===== config.mk =====
export PLATFORM = sky130hd
export DESIGN_NAME = cola_comandos_botones
export DESIGN_NICKNAME = d
export VERILOG_FILES = /design/src/rtl/snake_pkg.sv /design/src/rtl/antirrebote.sv /design/src/rtl/cola_comandos_botones.sv
export SDC_FILE = /design/constraint.sdc
export NUM_CORES = 1
export LEC_CHECK = 0
export BUFFER_PORTS_ARGS = -buffer_cell sky130_fd_sc_hd__buf_4
export CORE_ASPECT_RATIO = 1.2
export CORE_UTILIZATION = 51
export CTS_CLUSTER_DIAMETER = 80
export DETAILED_ROUTE_END_ITERATION = 10
export PLACE_DENSITY = 0.75
export SLEW_MARGIN = 20
export SYNTH_ARGS = -nofsm -noshare
export SYNTH_HDL_FRONTEND = slang
export SYNTH_HIERARCHICAL = 1
export SYNTH_SLANG_ARGS = --single-unit

===== constraint.sdc =====
create_clock -name clk -period 2.9 [get_ports clk]
set_input_delay 0.58 -clock clk [delete_from_list [all_inputs] [get_ports clk]]
set_output_delay 0.58 -clock clk [all_outputs]
set_load 0.02 [all_outputs]

===== src/rtl/snake_pkg.sv =====
// Command codes and button priority shared by the button queue and the movement state machine.
package snake_pkg;

    localparam int CMD_W = 3;

    localparam logic [CMD_W-1:0] CMD_NADA  = 3'd0;
    localparam logic [CMD_W-1:0] CMD_ARR   = 3'd1;
    localparam logic [CMD_W-1:0] CMD_ABA   = 3'd2;
    localparam logic [CMD_W-1:0] CMD_IZQ   = 3'd3;
    localparam logic [CMD_W-1:0] CMD_DER   = 3'd4;
    localparam logic [CMD_W-1:0] CMD_PAUSA = 3'd5;

    localparam int N_BOTONES = 5;
    localparam int BTN_ARR   = 0;
    localparam int BTN_ABA   = 1;
    localparam int BTN_IZQ   = 2;
    localparam int BTN_DER   = 3;
    localparam int BTN_PAUSA = 4;

    // Highest priority first.
    localparam int PRIORIDAD [N_BOTONES] = '{BTN_PAUSA, BTN_ARR, BTN_ABA, BTN_IZQ, BTN_DER};

    function automatic logic [CMD_W-1:0] codigo_boton(input int b);
        case (b)
            BTN_ARR:   return CMD_ARR;
            BTN_ABA:   return CMD_ABA;
            BTN_IZQ:   return CMD_IZQ;
            BTN_DER:   return CMD_DER;
            BTN_PAUSA: return CMD_PAUSA;
            default:   return CMD_NADA;
        endcase
    endfunction

endpackage


===== src/rtl/antirrebote.sv =====
// Two-flop synchroniser followed by a debounce counter that yields the stable level of one button.
module antirrebote #(
    parameter int DEBOUNCE_CYCLES = 500000
) (
    input  logic clk,
    input  logic rst,
    input  logic boton,
    output logic estable
);

    localparam int CNT_W = (DEBOUNCE_CYCLES > 2) ? $clog2(DEBOUNCE_CYCLES) : 1;
    localparam logic [CNT_W-1:0] CNT_MAX = CNT_W'(DEBOUNCE_CYCLES - 1);

    logic             sync_p0;
    logic             sync_p1;
    logic [CNT_W-1:0] cnt;

    always_ff @(posedge clk) begin
        if (rst) begin
            sync_p0 <= 1'b0;
            sync_p1 <= 1'b0;
            cnt     <= '0;
            estable <= 1'b0;
        end else begin
            sync_p0 <= boton;
            sync_p1 <= sync_p0;
            // Any sample agreeing with the stable level restarts the count.
            if (sync_p1 == estable) begin
                cnt <= '0;
            end else if (cnt == CNT_MAX) begin
                estable <= sync_p1;
                cnt     <= '0;
            end else begin
                cnt <= cnt + 1'b1;
            end
        end
    end

endmodule


===== src/rtl/cola_comandos_botones.sv =====
// Debounced buttons -> press flags -> priority serialiser with duplicate filter -> show-ahead command FIFO.
module cola_comandos_botones
    import snake_pkg::*;
#(
    parameter int DEBOUNCE_CYCLES = 500000,
    parameter int DEPTH           = 4
) (
    input  logic                       clk,
    input  logic                       rst,
    input  logic                       arriba,
    input  logic                       abajo,
    input  logic                       izquierda,
    input  logic                       derecha,
    input  logic                       pausa,
    input  logic                       pop,
    output logic [CMD_W-1:0]           cmd,
    output logic                       cmd_valid,
    output logic                       full,
    output logic [$clog2(DEPTH):0]     level,
    output logic                       overflow
);

    localparam int PTR_W = $clog2(DEPTH);
    localparam int LVL_W = PTR_W + 1;

    logic [N_BOTONES-1:0] botones;
    logic [N_BOTONES-1:0] estable;
    logic [N_BOTONES-1:0] estable_prev;
    logic [N_BOTONES-1:0] pendiente;

    assign botones = {pausa, derecha, izquierda, abajo, arriba};

    for (genvar b = 0; b < N_BOTONES; b++) begin : g_btn
        antirrebote #(.DEBOUNCE_CYCLES(DEBOUNCE_CYCLES)) u_antirrebote (
            .clk    (clk),
            .rst    (rst),
            .boton  (botones[b]),
            .estable(estable[b])
        );
    end

    logic                 hay_sel;
    logic [CMD_W-1:0]     cod_sel;
    logic [N_BOTONES-1:0] sel_mask;

    // Walk from lowest to highest priority so the highest pending flag wins.
    always_comb begin
        hay_sel  = 1'b0;
        cod_sel  = CMD_NADA;
        sel_mask = '0;
        for (int i = N_BOTONES - 1; i >= 0; i--) begin
            if (pendiente[PRIORIDAD[i]]) begin
                hay_sel  = 1'b1;
                cod_sel  = codigo_boton(PRIORIDAD[i]);
                sel_mask = N_BOTONES'(1) << PRIORIDAD[i];
            end
        end
    end

    logic [CMD_W-1:0] mem [DEPTH];
    logic [PTR_W-1:0] wr_ptr;
    logic [PTR_W-1:0] rd_ptr;
    logic [PTR_W-1:0] rd_sig;
    logic [CMD_W-1:0] last_code;
    logic             lleno;
    logic             pop_ok;
    logic             duplicado;
    logic             push_ok;
    logic             descarte;
    logic [LVL_W-1:0] level_n;
    logic [CMD_W-1:0] cmd_n;

    assign lleno     = (level == LVL_W'(DEPTH));
    assign pop_ok    = pop && (level != '0);
    assign duplicado = hay_sel && (cod_sel != CMD_PAUSA) && (cod_sel == last_code);
    assign push_ok   = hay_sel && !duplicado && (!lleno || pop_ok);
    assign descarte  = hay_sel && !duplicado && lleno && !pop_ok;
    assign rd_sig    = rd_ptr + 1'b1;

    // Next occupancy and next head, so cmd/cmd_valid/full can all be registered.
    always_comb begin
        level_n = level;
        if (push_ok && !pop_ok) begin
            level_n = level + 1'b1;
        end else if (!push_ok && pop_ok) begin
            level_n = level - 1'b1;
        end

        cmd_n = cmd;
        if (level_n == '0) begin
            cmd_n = CMD_NADA;
        end else if (pop_ok) begin
            cmd_n = (level == LVL_W'(1)) ? cod_sel : mem[rd_sig];
        end else if (level == '0) begin
            cmd_n = cod_sel;
        end
    end

    always_ff @(posedge clk) begin
        if (push_ok) begin
            mem[wr_ptr] <= cod_sel;
        end
    end

    always_ff @(posedge clk) begin
        if (rst) begin
            estable_prev <= '0;
            pendiente    <= '0;
            wr_ptr       <= '0;
            rd_ptr       <= '0;
            last_code    <= CMD_NADA;
            level        <= '0;
            cmd          <= CMD_NADA;
            cmd_valid    <= 1'b0;
            full         <= 1'b0;
            overflow     <= 1'b0;
        end else begin
            estable_prev <= estable;
            pendiente    <= (pendiente & ~sel_mask) | (estable & ~estable_prev);
            if (push_ok) begin
                wr_ptr    <= wr_ptr + 1'b1;
                last_code <= cod_sel;
            end
            if (pop_ok) begin
                rd_ptr <= rd_sig;
            end
            if (descarte) begin
                overflow <= 1'b1;
            end
            level     <= level_n;
            cmd       <= cmd_n;
            cmd_valid <= (level_n != '0);
            full      <= (level_n == LVL_W'(DEPTH));
        end
    end

endmodule


==> metrics.yaml <==
rsz0062_at_grt: "false"
layout-drive-gt1-share: 0.09987
max_freq_mhz: 419.2
yosys.area.top_type: "dfxtp_1"
slew_viol_final: 0
grt_start_max_net_pins: 48
synth-seq-area-share: 0.4610
crit_type: "reg -> reg"
fin_crit_ns: 2.385
fillers: 1073
final_hold_viol_count: 0
core_um2: 12720
ir_worst_vdd_v: 0.0003955
min_path_type: "reg -> reg"
cts_resized: 0
globalRoute.totalOverflow: 0
chipHeight_um: 127.4
route.detailed.drc: 0
cts_root_buffer: "clkbuf_16"
synth_area_per_cell_um2: 9.380
worstSkewPairLatency_ns: 0.41
worst_pin_slew_ns: 0.7315
die_w_um: 106.5
yosys.area.top_type_share: 0.4071
hpwlAfterDp_mm: 8.207
syn_inst: 713
dr.pass1.iters: 5
vias_per_cell: 5.554
cp_max_fo: 9
io_pins: 17
placed_cells: 883
synth_edf_count: 12
syn2layout_area_growth_pct: 13.21
setup-violations-final: 0
vias: 5082
reg2reg_to: "mem[3][2]"
cts-htree-levels: 4
antenna_left: 0
antenna_cells: 0
worstHoldPathCells: 1
ys_async_sr_fraction: 0
initial_core_util: 0.5256
wl_per_cell_um: 13.12
place.gp.congestion: 0.8875
max-cap-violations: 0
cts.sinks: 148
clk_pin_slew_worst_paths_ns: 0.06
maxSlewHeadroom: 0.5072
antenna_found_initial: 0
dieArea_um2: 13580
grt_pass1_wl_mm: 20.96
end_kind: "register"
powerDensity_nw_per_um2: 630.9
first_iter_violations: 227
worstHoldStart: "estable_prev[4]"
clock_skew_ns: 0.01004
r2r_start: "pendiente[1]"
num-nets-final: 759
numPortBuffers: 16
cts_setup_buffers: 0
leakagePower_nw: 2.413
syn_nets: 734
cp-start-kind: "register"
synth.distinct_cells: 46
r2r_cells: 5
yosys.cell_count.top_type: "dfxtp_1"
grt_pass1_vias: 4841
globalRouteTotalUtil: 0.1883
synth_warnings: 6
ys.flop_type: "dfxtp_1"
cts_buffer_depth: 2
fin_crit_sh: 0.8225
timing.reg2reg.setup_slack_ns: 0.51
fin_cells: 915
cp.required_ns: 3.01
wl_mm: 12.01
rows: 45
ys_ff_latch: 148
syn_area_um2: 6688
synthTopCellsByCount: "136 x dfxtp_1, 109 x nor2_1, 46 x nand3_1, 46 x xnor2_1, 31 x nand4_1"
numCtsBuffers: 17
setup_tns_ns: 0
outcome: "finished clean"
arrival_ns: 2.49
hold_buffers: 0
synthTopCellsByArea: "dfxtp_1 41%, nor2_1 6.1%, xnor2_1 6.0%, edfxtp_1 5.4%, xor2_1 3.7%"
cts_tree: "built"
hold_end: "pendiente[4]"
## layout by cell type (no fill, tap or decap), types with 19 or more instances in the layout
| master | count |
|---|---|
| nor2b_1 | 19 |
| xnor2_1 | 46 |
| nand2_1 | 28 |
| clkbuf_16 | 19 |
| nand3_1 | 46 |
| a21oi_1 | 28 |
| xor2_1 | 28 |
| nor2_1 | 109 |
| nand4_1 | 31 |
| dfxtp_1 | 136 |
## power by group
group	internal [W]	switching (W)
Combinational	0.000194	0.000254
Clock	0.00133	0.000821
Sequential	0.00211	0.0000636
## registers in the layout (all words and copies together), names as in the netlist
name	count
cmd_valid	1
full	1
g_btn.u_antirrebote/cnt	95
overflow	1
estable_prev	5
rd_ptr	2
last_code	3
g_btn.u_antirrebote/sync_p1	5
level	3
mem	12
g_btn.u_antirrebote/sync_p0	5
g_btn.u_antirrebote/estable	5
pendiente	5
wr_ptr	2
cmd	3
## final cells by class
type	count	area, um2	share of cell area
timing repair buffer	16	120.1	0.01587
clock buffer	23	510.5	0.06743
multi-input combinational	537	3493	0.4614
clock inverter	9	91.34	0.01206
inverter	18	67.56	0.008924
sequential	148	3083	0.4072
tap	164	205.2	0.02710
## critical path, cell delays in order, from the launching register on
cell and delay, ns:
dfxtp_1 0.36, nor4b_1 0.52, xor2_1 0.28, a211oi_2 0.11, nor3_2 0.53, and2_1 0.30
## per-layer routing
layer  vias up  part of all wire  global-route usage
met5         -                 0                   0
met4         0            0.0091             0.06849
met3         8             0.032             0.04694
met2        85              0.50              0.3231
met1      2392              0.46              0.2281
li1       2597                 -                   -
## worst max-delay path by stage
stage,from,cells past startpoint,slack (ns),to
2_1_floorplan,pendiente[0],6,0.80,mem[0][0]
3_3_place_gp,pendiente[0],5,0.71,mem[1][0]
3_5_place_dp,pendiente[1],5,0.52,mem[3][2]
4_1_cts,pendiente[1],5,0.49,mem[3][2]
5_1_grt,pendiente[1],5,0.29,mem[2][2]
6_report,pendiente[1],5,0.51,mem[3][2]
## logic make-up (layout without fill, tap and decap cells)
family / after synthesis / count (layout) / synth area share
xor gates and xnor gates: 74 / 74 / 0.09691
AOI/OAI and AO/OA: 75 / 75 / 0.07371
and+or+nand+nor: 357 / 357 / 0.2949
muxes: 18 / 18 / 0.03255
DFF: 148 / 148 / 0.4610
adders and majority gates: 13 / 13 / 0.02432
buffers and inverters: 28 / 66 / 0.01665
## stage by stage
| stage | hold slack (ns) | cell area [um2] | setup slack, ns | total power, W | util |
|---|---|---|---|---|---|
| after global placement | 0.3778 | 6969 | 0.7075 | 0.002645 | 0.5477 |
| after CTS | 0.3699 | 7571 | 0.4914 | 0.004829 | 0.5950 |
| final | 0.3809 | 7571 | 0.5148 | 0.004777 | 0.5950 |
| after floorplan | 0.3674 | 6688 | 0.7976 | 0.002528 | - |
| after global routing | 0.3766 | 7571 | 0.2935 | 0.004969 | 0.5950 |
| after detailed placement | 0.3731 | 6969 | 0.5154 | 0.002665 | 0.5477 |
Note: power is estimated with default switching activity, not from simulation.
